--- config.mk ---
export PLATFORM = sky130hd
export DESIGN_NAME = acc_sequencer
export DESIGN_NICKNAME = d
export VERILOG_FILES = /design/src/rtl/acc_sequencer.sv
export SDC_FILE = /design/constraint.sdc
export NUM_CORES = 1
export LEC_CHECK = 0
export CAP_MARGIN = 25
export CORE_ASPECT_RATIO = 1.75
export CORE_MARGIN = 4
export CORE_UTILIZATION = 41
export CTS_CLUSTER_DIAMETER = 100
export CTS_CLUSTER_SIZE = 40
export DETAILED_ROUTE_END_ITERATION = 6
export PLACE_DENSITY_LB_ADDON = 0.2
export SYNTH_ARGS = -nofsm -noshare
export SYNTH_HDL_FRONTEND = slang
export SYNTH_SLANG_ARGS = --single-unit
--- constraint.sdc ---
create_clock -name i_clk -period 1.7 [get_ports i_clk]
set_input_delay 0.17 -clock i_clk [delete_from_list [all_inputs] [get_ports i_clk]]
set_output_delay 0.17 -clock i_clk [all_outputs]
set_load 0.1 [all_outputs]
--- src/rtl/acc_sequencer.sv ---
// Job sequencer for the shared operand accumulator: clears it, streams operand pairs in over a
// valid/ready handshake, flushes the two-stage path and captures result plus sticky overflow.
module acc_sequencer #(
  parameter int unsigned NB_DATA = 3,
  parameter int unsigned NB_CNT  = 4
) (
  input  logic                 i_clk,
  input  logic                 i_rst_n,
  input  logic                 i_start,
  input  logic [NB_CNT-1:0]    i_len,
  input  logic [1:0]           i_mode,
  input  logic                 i_op_valid,
  input  logic [NB_DATA-1:0]   i_op_a,
  input  logic [NB_DATA-1:0]   i_op_b,
  output logic                 o_op_ready,
  output logic [1:0]           o_sel,
  output logic [NB_DATA-1:0]   o_data1,
  output logic [NB_DATA-1:0]   o_data2,
  output logic                 o_acc_clr_n,
  input  logic [2*NB_DATA-1:0] i_acc_data,
  input  logic                 i_acc_ovf,
  output logic                 o_busy,
  output logic                 o_done,
  output logic [2*NB_DATA-1:0] o_result,
  output logic                 o_result_ovf
);

  localparam int unsigned NbRes = 2 * NB_DATA;

  typedef enum logic [2:0] {
    StIdle,
    StClear,
    StRun,
    StFlush,
    StDone
  } state_e;

  state_e             state_q, state_d;
  logic [NB_CNT-1:0]  len_q, len_d;
  logic [NB_CNT-1:0]  cnt_q, cnt_d;
  logic [1:0]         mode_q, mode_d;
  logic               flush_q, flush_d;
  logic               sticky_q, sticky_d;

  logic               ready_q, ready_d;
  logic [1:0]         sel_q, sel_d;
  logic [NB_DATA-1:0] data1_q, data1_d;
  logic [NB_DATA-1:0] data2_q, data2_d;
  logic               clr_n_q, clr_n_d;
  logic               busy_q, busy_d;
  logic               done_q, done_d;
  logic [NbRes-1:0]   result_q, result_d;
  logic               result_ovf_q, result_ovf_d;

  logic               accept;

  assign accept = (state_q == StRun) && ready_q && i_op_valid;

  always_comb begin
    state_d      = state_q;
    len_d        = len_q;
    cnt_d        = cnt_q;
    mode_d       = mode_q;
    flush_d      = flush_q;
    sticky_d     = sticky_q;
    result_d     = result_q;
    result_ovf_d = result_ovf_q;
    ready_d      = 1'b0;
    // Add-zero by default so the accumulator holds its value.
    sel_d        = 2'b00;
    data1_d      = '0;
    data2_d      = '0;

    unique case (state_q)
      StIdle: begin
        if (i_start) begin
          len_d   = i_len;
          // Select 11 loops the accumulator mux, so mode 11 is folded onto 01 here.
          mode_d  = (i_mode == 2'b11) ? 2'b01 : i_mode;
          cnt_d   = '0;
          state_d = StClear;
        end
      end
      StClear: begin
        sticky_d = 1'b0;
        flush_d  = 1'b0;
        if (len_q == '0) begin
          state_d = StFlush;
        end else begin
          state_d = StRun;
          ready_d = 1'b1;
        end
      end
      StRun: begin
        sticky_d = sticky_q | i_acc_ovf;
        ready_d  = 1'b1;
        if (accept) begin
          sel_d   = mode_q;
          data1_d = i_op_a;
          data2_d = i_op_b;
          cnt_d   = cnt_q + NB_CNT'(1);
          if (cnt_d == len_q) begin
            ready_d = 1'b0;
            flush_d = 1'b0;
            state_d = StFlush;
          end
        end
      end
      StFlush: begin
        sticky_d = sticky_q | i_acc_ovf;
        if (flush_q) begin
          state_d      = StDone;
          result_d     = i_acc_data;
          result_ovf_d = sticky_d;
        end else begin
          flush_d = 1'b1;
        end
      end
      StDone: begin
        state_d = StIdle;
      end
      default: begin
        state_d = StIdle;
      end
    endcase

    busy_d  = (state_d != StIdle);
    done_d  = (state_d == StDone);
    clr_n_d = (state_d != StClear);
  end

  always_ff @(posedge i_clk or negedge i_rst_n) begin
    if (!i_rst_n) begin
      state_q      <= StIdle;
      len_q        <= '0;
      cnt_q        <= '0;
      mode_q       <= 2'b00;
      flush_q      <= 1'b0;
      sticky_q     <= 1'b0;
      ready_q      <= 1'b0;
      sel_q        <= 2'b00;
      data1_q      <= '0;
      data2_q      <= '0;
      clr_n_q      <= 1'b1;
      busy_q       <= 1'b0;
      done_q       <= 1'b0;
      result_q     <= '0;
      result_ovf_q <= 1'b0;
    end else begin
      state_q      <= state_d;
      len_q        <= len_d;
      cnt_q        <= cnt_d;
      mode_q       <= mode_d;
      flush_q      <= flush_d;
      sticky_q     <= sticky_d;
      ready_q      <= ready_d;
      sel_q        <= sel_d;
      data1_q      <= data1_d;
      data2_q      <= data2_d;
      clr_n_q      <= clr_n_d;
      busy_q       <= busy_d;
      done_q       <= done_d;
      result_q     <= result_d;
      result_ovf_q <= result_ovf_d;
    end
  end

  assign o_op_ready   = ready_q;
  assign o_sel        = sel_q;
  assign o_data1      = data1_q;
  assign o_data2      = data2_q;
  assign o_acc_clr_n  = clr_n_q;
  assign o_busy       = busy_q;
  assign o_done       = done_q;
  assign o_result     = result_q;
  assign o_result_ovf = result_ovf_q;

endmodule

==> impl_results.md <==
* DRT iter0 DRCs at 17
* Crit. End Element: flop
* Final setup fails at 0
* Top FF cell, synth: dfrtp_1
* Setup_tns at 0 ns
* Initial antenna violation count at 0
* First-pass GRT wire length at 5160 um
* Final wirelength at 2990 um
* Top cell type's share of synthesized area at 0.584
* Clk_skew at 0.00395 ns
* # fillers at 310
* Yosys warnings at 0
* Die width at 52.4 um
* Hpwl dp at around 2200 um
* Total grt overflow at 0
* Largest net degree at the start of global routing at 35
* Nets at 210
* Antenna-violating nets left at 0
* Area grow syn2layout at 40.9%
* Post-synth ARST share at 1.00
* GR peak layer: met2
* GR Layer Usage met1 at 0.152
* Layout cell share with drive strength beyond 1 at 0.225
* Post-Syn Area at roughly 0.0014 mm2
* Placed cell areas at between 0.0015 and 0.002 mm2
* Slew headroom at 0.721
* Crit path required time at 1.91 ns
* VDD IR max at ~1.4 mV
* N_diodes at 0
* Clk pin slew, worst setup/hold paths at 0.07 ns
* TritonCTS clock tree: built
* Leak at 0.000984 uW
* PnR worst setup slack at 0.120 ns
* DR DRC count at 0
* Synth unique cells at 30
* Chip height at 85.7 um
* Hold Path Class: input pin to async pin
* Initial Utilization at 0.420
* Setup Buffers After CTS at 0
* Fin area at 0.00199 mm2
* Grt met2 use at 0.281
* Crit Path Max Fanout at 6
* Multi-input logic area at 529 um2
* Vias in the first global route at 1,177
* H-Tree Depth at 2
* Io pins at 42
* Synthesized net count at 159
* Count leader, synth: nand2_1
* 1st-pass router iterations at 4
* Worst-margin pin slew at 0.419 ns
* Fmax at 633 MHz
* Max-capacitance violation count at 0
* Synthesized flop and latch total at 34
* Post-synth top cells: 41 x nand2_1, 33 x dfrtp_1, 8 x and2_1
* GP Congestion at 0.761
* Root buffer cell: clkbuf_8
* Drt via density at 4.78
* Cell Count, Final, Fillers Out at 232
* Via Count at 1,108
* # rows at 28
* Sink Count at 34
* WL per Instance at between 10 and 15 um
* Clk buf depth at 2
* Status: complete, no violations
* Arr. time, crit path at 1.79 ns
* Seq/Total Area, Yosys at 0.603
* Clock Latency Late Sink at ~0.28 ns
* EDFF count, synth at 0
* Port Buf Inserts at 41
* Crit share post-route at 0.929
* Hold-fix buffers, CTS at 0
* Cell count after placement at roughly 220
* Total Routing Usage GR at 0.155
* Die area at 0.00449 mm2
* Fin. max-slew vios at 0
* Pwr dens at 2090 mW/mm2
* Final hold viol count at 0
* Cell count after synthesis at between 100 and 150
* Area leader, netlist: dfrtp_1
* CTS Buf Count at 5
* Core footprint at 0.00336 mm2
* Final worst path period need at 1.58 ns
* Worst setup SP type: flop
* Final Util at 0.592
* Top cells by area, synth: dfrtp_1 58%, nand2_1 11%, and2_1 3.5%
* Setup CP Type: flop to flop
* Post-CTS Resized at 0
* FF/Latch Area at about 860 um2
* Grt met3 use at 0.0522
* DP Worst Slack at 0.0270 ns
* Average size of a mapped cell at 10.5 um2
stage by stage:
| stage | total power, uW | hold slack [ns] |
|---|---|---|
| after floorplan | 2980 | -0.126 |
| after global placement | 3490 | 0.446 |
| after detailed placement | 3540 | 0.456 |
| after CTS | 4170 | 0.302 |
| after global routing | 4400 | 0.326 |
| final | 4160 | 0.293 |
sequential cells by signal, summed over array words and instances (netlist names), 2 cells and up:
signal / flops
cnt_q: 4
len_q: 4
mode_q: 2
o_data1: 3
o_data2: 3
o_result: 6
o_sel: 2
state_q: 3
cell usage in the layout, fill, tap and decap left out, types with 3 or more instances in the layout:
master,netlist,routed
xnor2_1,4,4
nor2_1,3,3
nand3_1,5,4
nand2_1,41,41
xor2_1,3,3
inv_1,3,3
clkbuf_8,0,6
nor3_1,3,3
buf_4,1,24
and2_1,8,8
clkdlybuf4s50_1,0,22
o21ai_0,6,6
dfrtp_1,33,32
logic make-up after synthesis:
logic type,count (synthesis),share of synthesized area
xor+xnor,7,0.0434
fa+ha+maj,1,0.00885
simple gates,73,0.252
buf+inv,8,0.0354
flops,34,0.603
mux,3,0.0221
compound gates,9,0.0354
final cells by class:
cell class / instances / share of cell area
multi-input cells: 93 / 0.266
inverters: 4 / 0.00754
clock inverters: 2 / 0.00628
well taps: 45 / 0.0283
clock buffers: 6 / 0.0415
repair buffers: 48 / 0.221
flip-flops and latches: 34 / 0.430
worst max-delay path, stage by stage (launching register included):
cell and delay [ns]:
dfrtp_1 0.44, nand2b_4 0.17, or3_1 0.43, mux2_1 0.34, mux2i_1 0.13
routing by layer:
metal / share of wire / wire length, um
met1: 0.35 / 1030
met2: 0.56 / 1690
met3: 0.075 / 225
met4: 0.013 / 40
met5: 0 / 0
final timing paths:
path | cells after the start | from | slack, ns | endpoint
max | 4 | state_q[0]$_DFF_PN0_ | 0.12 | cnt_q[2]$_DFFE_PN0P_
min | 2 | i_rst_n | 0.29 | o_result[0]$_DFFE_PN0P_
max reg2reg | 4 | state_q[0]$_DFF_PN0_ | 0.12 | cnt_q[2]$_DFFE_PN0P_
min reg2reg | 2 | mode_q[0]$_DFFE_PN0P_ | 0.47 | mode_q[0]$_DFFE_PN0P_
max in group asynchronous | 2 | i_rst_n | 1.07 | o_op_ready$_DFF_PN0_
min in group i_clk | 3 | i_len[0] | 0.41 | len_q[0]$_DFFE_PN0P_
power by group:
group | switching (uW) | internal [uW] | total, uW
clock | 288 | 325 | 613
sequential | 225 | 1110 | 1340
combinational | 1580 | 629 | 2210
total | 2090 | 2060 | 4160
Power figures use the tool's default switching activity.
